File: src/rtl/sub_serial_32bit.sv
// sub_serial_32bit: multi-cycle 32-bit subtractor, in1 - in2 - bin.
// One SLICE-bit chunk is processed per clock, LSB chunk first, through a
// single narrow borrow chain. Results are held until the next operation
// completes.
//
// state | meaning
// IDLE  | waiting for start; operands are captured on the accepting edge
// RUN   | one slice per edge, slice counter k walks 0 .. N-1
// DONE  | results just loaded, done pulses for this single cycle
module sub_serial_32bit #(
    parameter int SLICE = 4
) (
    input  logic        clk,
    input  logic        rst_n,
    input  logic        start,
    input  logic [31:0] in1,
    input  logic [31:0] in2,
    input  logic        bin,
    output logic        busy,
    output logic        done,
    output logic [31:0] diff,
    output logic        bout,
    output logic        ovf,
    output logic        zero
);

    localparam int N  = 32 / SLICE;
    localparam int CW = (N > 1) ? $clog2(N) : 1;
    localparam logic [CW-1:0] K_LAST = CW'(N - 1);

    typedef enum logic [1:0] {IDLE, RUN, DONE} state_t;

    state_t        state;
    logic [31:0]   a_reg;     // minuend
    logic [31:0]   bn_reg;    // inverted subtrahend; sign of in2 is ~bn_reg[31]
    logic [31:0]   res_reg;   // result slices assembled so far
    logic          c_reg;     // internal carry, i.e. inverted borrow
    logic [CW-1:0] k;
    logic [SLICE:0] s;
    logic [31:0]   res_next;

    // One slice of a + ~b + c, and the result word with that slice inserted
    always_comb begin
        s = {1'b0, a_reg[int'(k) * SLICE +: SLICE]}
          + {1'b0, bn_reg[int'(k) * SLICE +: SLICE]}
          + {{SLICE{1'b0}}, c_reg};
        res_next = res_reg;
        res_next[int'(k) * SLICE +: SLICE] = s[SLICE-1:0];
    end

    // Sequencer, working registers and registered result outputs
    always_ff @(posedge clk or negedge rst_n) begin
        if (!rst_n) begin
            state   <= IDLE;
            a_reg   <= '0;
            bn_reg  <= '0;
            res_reg <= '0;
            c_reg   <= 1'b0;
            k       <= '0;
            busy    <= 1'b0;
            done    <= 1'b0;
            diff    <= '0;
            bout    <= 1'b0;
            ovf     <= 1'b0;
            zero    <= 1'b0;
        end else begin
            case (state)
                IDLE: begin
                    done <= 1'b0;
                    if (start) begin
                        a_reg  <= in1;
                        bn_reg <= ~in2;
                        c_reg  <= ~bin;
                        k      <= '0;
                        busy   <= 1'b1;
                        state  <= RUN;
                    end
                end
                RUN: begin
                    res_reg <= res_next;
                    c_reg   <= s[SLICE];
                    if (k == K_LAST) begin
                        // Flags use the operand signs, so ovf sees bin only via diff[31]
                        diff  <= res_next;
                        bout  <= ~s[SLICE];
                        ovf   <= (a_reg[31] != ~bn_reg[31]) & (res_next[31] != a_reg[31]);
                        zero  <= (res_next == '0);
                        done  <= 1'b1;
                        k     <= '0;
                        state <= DONE;
                    end else begin
                        k <= k + CW'(1);
                    end
                end
                DONE: begin
                    done  <= 1'b0;
                    busy  <= 1'b0;
                    state <= IDLE;
                end
                default: begin
                    state <= IDLE;
                end
            endcase
        end
    end

endmodule

File: config.mk
export PLATFORM = sky130hd
export DESIGN_NAME = sub_serial_32bit
export DESIGN_NICKNAME = d
export VERILOG_FILES = /design/src/rtl/sub_serial_32bit.sv
export SDC_FILE = /design/constraint.sdc
export NUM_CORES = 1
export LEC_CHECK = 0
export BUFFER_PORTS_ARGS = -buffer_cell sky130_fd_sc_hd__buf_2
export CORE_MARGIN = 3
export CORE_UTILIZATION = 45
export CTS_CLUSTER_DIAMETER = 100
export DETAILED_ROUTE_END_ITERATION = 7
export PLACE_DENSITY_LB_ADDON = 0.15
export SYNTH_ARGS = -nofsm -noshare
export SYNTH_HDL_FRONTEND = slang
export SYNTH_SLANG_ARGS = --single-unit
File: constraint.sdc
create_clock -name clk -period 11 [get_ports clk]
set_clock_uncertainty 0.15 [all_clocks]
set_input_delay 1.1 -clock clk [delete_from_list [all_inputs] [get_ports clk]]
set_output_delay 1.1 -clock clk [all_outputs]
set_load 0.01 [all_outputs]
==> results of run 1 <==
[cell usage after synthesis, drive strengths merged (4+ instances only)]
cell / n
inv: 11
a22oi: 5
or3: 4
nand2: 68
a21oi: 62
mux2i: 5
o31ai: 6
buf: 9
nand3: 9
mux2: 48
nand4: 4
mux4: 16
clkbuf: 27
dfrtp: 139
o21ai: 46
ha: 10
nor3: 9
nor2: 78
a31oi: 4
nand2b: 5
[worst min path at each step]
stage | from | end | slack (ns)
global route | bout | bout | 0.34
CTS | diff[4] | diff[4] | 0.33
detailed placement | diff[4] | diff[4] | 0.31
floorplan | res_reg[23] | res_reg[23] | 0.30
global placement | diff[8] | diff[8] | 0.31
finish | diff[20] | diff[20] | 0.32
[through the flow]
step                hold slack [ns]  std cells  utilization  worst slack, ns
floorplan                     0.300        599            -             6.95
global placement              0.306        848        0.520             6.39
detailed placement            0.315        848        0.520             6.21
CTS                           0.327        880        0.566             6.19
global route                  0.340        880        0.566             5.76
finish                        0.322        880        0.566             6.22
[worst max-delay path, stage by stage (launching register included)]
cell,delay [ns]
dfrtp_1,0.67
buf_4,0.38
mux4_2,0.54
nand2_1,0.09
nand2_1,0.08
fa_1,0.40
inv_1,0.09
fa_1,0.20
xor2_1,0.82
nor2_1,0.18
a32oi_1,0.34
nand3_1,0.11
or4_1,0.42
o31ai_2,0.21
[cell type report]
type,count,area [sq um],area share
sequential,139,3480,0.454
clock buffer,25,505,0.0659
tap,176,220,0.0287
inverter,13,48.8,0.00636
timing repair buffer,109,564,0.0736
multi-input combinational,411,2740,0.357
clock inverter,7,110,0.0144
[report_power, final]
group | total, mW | internal [mW] | switching [mW] | leakage (nW)
clock network | 0.589 | 0.385 | 0.203 | 0.307
registers | 0.902 | 0.737 | 0.165 | 1.71
logic | 1.27 | 0.503 | 0.766 | 1.53
total | 2.76 | 1.63 | 1.13 | 3.54
[logic make-up after synthesis]
| kind of cell | count (synthesis) |
|---|---|
| AO/OA/AOI/OAI | 138 |
| flip-flops | 139 |
| adder cells (fa/ha/maj) | 12 |
| buffers and inverters | 49 |
| XOR/XNOR | 3 |
| AND/OR/NAND/NOR | 189 |
| multiplexers | 69 |
[metal layers]
| metal | part of all wire | up-vias |
|---|---|---|
| met5 | 0 | - |
| met4 | 0.015 | 0 |
| met3 | 0.058 | 17 |
| met2 | 0.47 | 141 |
| met1 | 0.46 | 2300 |
| li1 | - | 2285 |
==> results by group, run 1 <==
Status
  – Status: completed

CTS
  – Clock slew at reported path FFs: roughly 0.06 ns
  – TritonCTS clock tree: done
  – H-tree level count: 4
  – CTS sink cnt: 139
  – Post-CTS setup buffers: 0
  – PostCTS Resize Cnt: 0
  – Clk root buf: clkbuf_16
  – Clk buf depth: 2
  – Worst skew pair latency: between 0.4 and 0.5 ns
  – Post-CTS Hold Buffers: 0
  – CTS buffer count: 17

Timing
  – Unrepaired setup endpoints after global routing: no
  – TNS Setup: 0 ns
  – Max frequency: ~210 MHz
  – Period minus WS final: ~4.8 ns
  – Final hold vios: 0
  – Slew margin rel.: 0.269
  – Final Max Slew Viols: 0
  – Slew @ Worst Pin: around 1.1 ns
  – Final period util: 0.434
  – Setup violators final: 0

Die
  – Area of the core: roughly 14000 sq um
  – Die Area: ~16000 sq um
  – Rows: 42
  – Horiz. Die Dim: between 100 and 150 um
  – # IOs: between 100 and 150
  – DIE HEIGHT: about 130 um
  – Initial core utilization: 0.473

Place
  – Number of buffers inserted by port buffering: between 100 and 150
  – Routability cong.: between 0.8 and 0.9
  – Dpl cell area: 7050 sq um
  – Post-detail-place hpwl: between 10000 and 15000 um

Synth
  – Syn. warnings: 0
  – Yosys cell types: about 50
  – Syn_area_per_cell: between 10 and 15 sq um
  – Mapped cell area: approximately 6400 sq um
  – Post-Synth XOR/XNOR Area: 0.00410
  – Area contributors post-synth: dfrtp_1, mux2_2, mux4_2, a21oi_1, nor2_1
  – Multiplexer area fraction after synthesis: 0.149
  – Yosys top cell by area: dfrtp_1
  – EDFF count, synth: 0
  – Sequential cell area fraction in the yosys report: 0.543
  – Synth top area share: 0.543
  – Compound-Gate Fraction of Synth Area: 0.122
  – Post-Synthesis Cells: between 500 and 600
  – Post-synth top flop: dfrtp_1
  – Simple-Gate Fraction of Synth Area: 0.126
  – Largest family of logic cells by synthesized area: multiplexers
  – Post-synthesis adder-cell area fraction: 0.0258
  – Post-synth ARST share: 1.00
  – Synth Register Bits: around 140
  – Post-synthesis net count: just under 700

Finish
  – Commonest cells after routing, fill and taps aside: dfrtp_1, buf_2, nor2_1
  – Commonest non-fill, non-tap cell in the layout: dfrtp_1
  – Layout net count: approximately 770
  – Share of layout cells above drive strength 1: 0.293
  – Fin area: roughly 7700 sq um
  – Area grow syn2layout: 19.7%
  – Fillers: ~1200
  – Number of diodes: 0

Setup path
  – Reg-to-reg endpoint: zero
  – Crit path kind: flip-flop to flip-flop
  – Startpoint Class: flip-flop
  – Critical Path RT: ~11 ns
  – Worst reg2reg path depth: 13
  – Setup slack, reg-to-reg: 6.22 ns
  – Crit path arrival time: ~5.0 ns
  – CP Launch Point: k[0]
  – Reg2reg start: k[0]
  – Crit path to: zero
  – Max FO, Critical Path: 19
  – Worst Setup End Kind: flip-flop

Routing
  – TritonRoute pass-1 iters: 5
  – Via-to-Cell Ratio: ~5.4
  – DRT Wirelength: ~15000 um
  – Post-DRT Antenna Nets: 0
  – DR WL/cell: 16.9 um
  – Number of remaining DRC errors: 0
  – DR vias: about 4700
  – Initial DRC Count: ~310

Global routing
  – Initial antenna violation count: 0
  – Gr busiest metal: met2
  – GR Util All Layers: 0.198
  – First-pass GRT wire length: about 25000 um
  – Number of global-route vias before repair: between 4000 and 5000
  – Largest net degree at the start of global routing: a little under 80
  – Grt total ovfl: 0
  – Met3 usage: 0.0563
  – Met1 usage: 0.271
  – GRT met2 Usage: 0.307

Pwr
  – Power per cell area: roughly 360 nW/um^2
  – Pwr Total: roughly 2.8 mW
  – VDD IR-drop max: between 0.2 and 0.25 mV
  – Lkg Pwr: about 3.5 nW

Flow run
  – Max-cap viol count: 0

Worst hold path
  – Hold Path Depth: 2
  – Hold Crit Class: flip-flop to flip-flop
Power figures use the tool's default switching activity.
==> inputs of run 2 (changes only) <==
clock period = 4.95 ns   (was 11 ns; I/O delays follow)
==> run 2 against run 1 <==
  * Global-route usage about the same
  * Die area unchanged
  * Total power up 130%
  * Core utilization up 0.59 points
  * Design area up 1.0%
  * Non-clock buffer count up 3
  * Flip-flop and latch count unchanged
  * Critical path depth down 2
  * Routed wire length up 0.69%
  * Largest cell class unchanged
  * Largest power group unchanged
  * Highest routed layer is now met5
==> results by group, run 2 (same netlist as run 1, synthesis figures left out) <==
CTS
  – Worst skew pair latency: about 0.42 ns
  – CTS sink cnt: 139
  – H-tree level count: 4
  – Clk root buf: clkbuf_16
  – Clock slew at reported path FFs: roughly 0.060 ns
  – Post-CTS setup buffers: 0
  – PostCTS Resize Cnt: 0
  – CTS buffer count: 17
  – TritonCTS clock tree: done
  – Clk buf depth: 2
  – Post-CTS Hold Buffers: 0

Place
  – Routability cong.: a little under 0.9
  – Post-detail-place hpwl: about 10000 um
  – Number of buffers inserted by port buffering: around 100

Timing
  – Period minus WS final: 4.20 ns
  – TNS Setup: 0 ns
  – Unrepaired setup endpoints after global routing: no
  – Final period util: 0.849
  – Setup violators final: 0
  – Final hold vios: 0
  – Max frequency: between 200 and 250 MHz
  – Final Max Slew Viols: 0
  – Slew margin rel.: 0.359
  – Slew @ Worst Pin: approximately 0.96 ns

Global routing
  – GR Util All Layers: 0.199
  – Largest net degree at the start of global routing: between 90 and 100
  – Grt total ovfl: 0
  – First-pass GRT wire length: between 20000 and 25000 um
  – Number of global-route vias before repair: 4774
  – Initial antenna violation count: 1

Routing
  – Number of remaining DRC errors: 0
  – DRT Wirelength: 14900 um
  – DR WL met2: between 7000 and 8000 um
  – Via-to-Cell Ratio: between 5 and 6
  – Highest routed layer: met5
  – DR vias: between 4000 and 5000
  – TritonRoute pass-1 iters: 4
  – Met1 wire length: ~6800 um
  – Post-DRT Antenna Nets: 0
  – Met3 WL post-DR: between 800 and 900 um
  – DR WL/cell: around 17 um
  – Initial DRC Count: 300

Setup path
  – Setup slack, reg-to-reg: 0.75 ns
  – Reg2reg start: k[0]
  – Startpoint Class: flip-flop
  – Crit path kind: flip-flop to flip-flop
  – CP max stage cell: dfrtp_1
  – Worst reg2reg path depth: 11
  – Worst Setup End Kind: flip-flop
  – Crit path arrival time: approximately 4.4 ns
  – Max FO, Critical Path: 13
  – Max stage delay on crit path: just over 0.8 ns
  – CP cell instances: mux4_2 -> nand2_1 -> nand2_1 -> fa_1 -> inv_1 -> fa_1 -> nor2b_1 -> a211oi_1 -> a221o_1 -> or4_1 -> o31ai_2
  – Critical Path RT: 5.13 ns
  – Reg-to-reg endpoint: zero

Die
  – DIE HEIGHT: roughly 130 um
  – Horiz. Die Dim: around 130 um
  – Rows: 42
  – # IOs: ~110
  – Die Area: roughly 16000 sq um
  – Area of the core: 13600 sq um
  – Initial core utilization: 0.473

Pwr
  – Lkg Pwr: ~3.6 nW
  – VDD IR-drop max: 0.438 mV
  – Power per cell area: between 800 and 900 nW/um^2

Finish
  – Area grow syn2layout: 20.9%
  – Commonest non-fill, non-tap cell in the layout: dfrtp_1
  – Layout net count: 774
  – Final cell utilization of the core: 0.571
  – Number of diodes: 0
  – Share of layout cells above drive strength 1: 0.300
  – Fillers: approximately 1200
  – Commonest cells after routing, fill and taps aside: dfrtp_1, buf_2, nor2_1

Status
  – Status: completed

Flow run
  – Max-cap viol count: 0

Worst hold path
  – Hold Crit Class: input port to asynchronous set/reset pin
==> run 2: cell types whose count changed in the layout (fill, tap and decap cells not counted), sizes merged <==
cell	delta
bufinv	+3
buf	+3
clkinvlp	+2
clkinv	+1
clkbuf	-6
==> run 2: area by class of cell <==
cell class              count  area (sq um)  share of cell area
clock buffers              19           453              0.0585
multi-input cells         411          2740               0.354
inverters                  13          48.8             0.00630
flip-flops and latches    139          3480               0.449
well taps                 176           220              0.0284
clock inverters            13           220              0.0284
repair buffers            112           587              0.0757
==> run 2: power by group <==
group / leakage, nW / internal (mW) / total (mW) / switching [mW]
logic: 1.54 / 1.17 / 2.90 / 1.73
clock network: 0.329 / 0.966 / 1.44 / 0.470
registers: 1.71 / 1.64 / 2.01 / 0.369
==> run 2: worst max-delay path, delay by kind of cell, from the launching register on <==
family                     cells  cell delay, ns
muxes                          1            0.59
and+or+nand+nor                4            0.94
DFF                            1            0.83
adders and majority gates      2            0.94
AOI/OAI and AO/OA              3            0.58
buffers and inverters          1            0.08
==> run 2: metrics by stage <==
step	power, mW	std cells	hold WS, ns	cell area (sq um)	setup WS (ns)
after floorplan	3.98	599	0.0494	6410	0.896
after global placement	4.83	851	0.308	7070	0.853
after detailed placement	4.90	851	0.315	7070	0.751
after CTS	6.37	883	0.0453	7750	0.745
after global routing	6.81	883	0.0642	7750	0.404
final	6.35	883	0.0169	7750	0.749
==> run 2: routing by layer <==
layer	vias up	global-route usage
met5	-	0
met4	2	0.0657
met3	20	0.0584
met2	144	0.307
met1	2344	0.271
li1	2299	-
==> run 2: worst max path at each step <==
stage,from,endpoint,slack [ns],cells after the start
5_1_grt,k[0],zero,0.40,11
3_5_place_dp,k[0],zero,0.75,11
2_1_floorplan,k[0],zero,0.90,15
6_report,k[0],zero,0.75,11
3_3_place_gp,k[0],zero,0.85,11
4_1_cts,k[0],zero,0.75,11
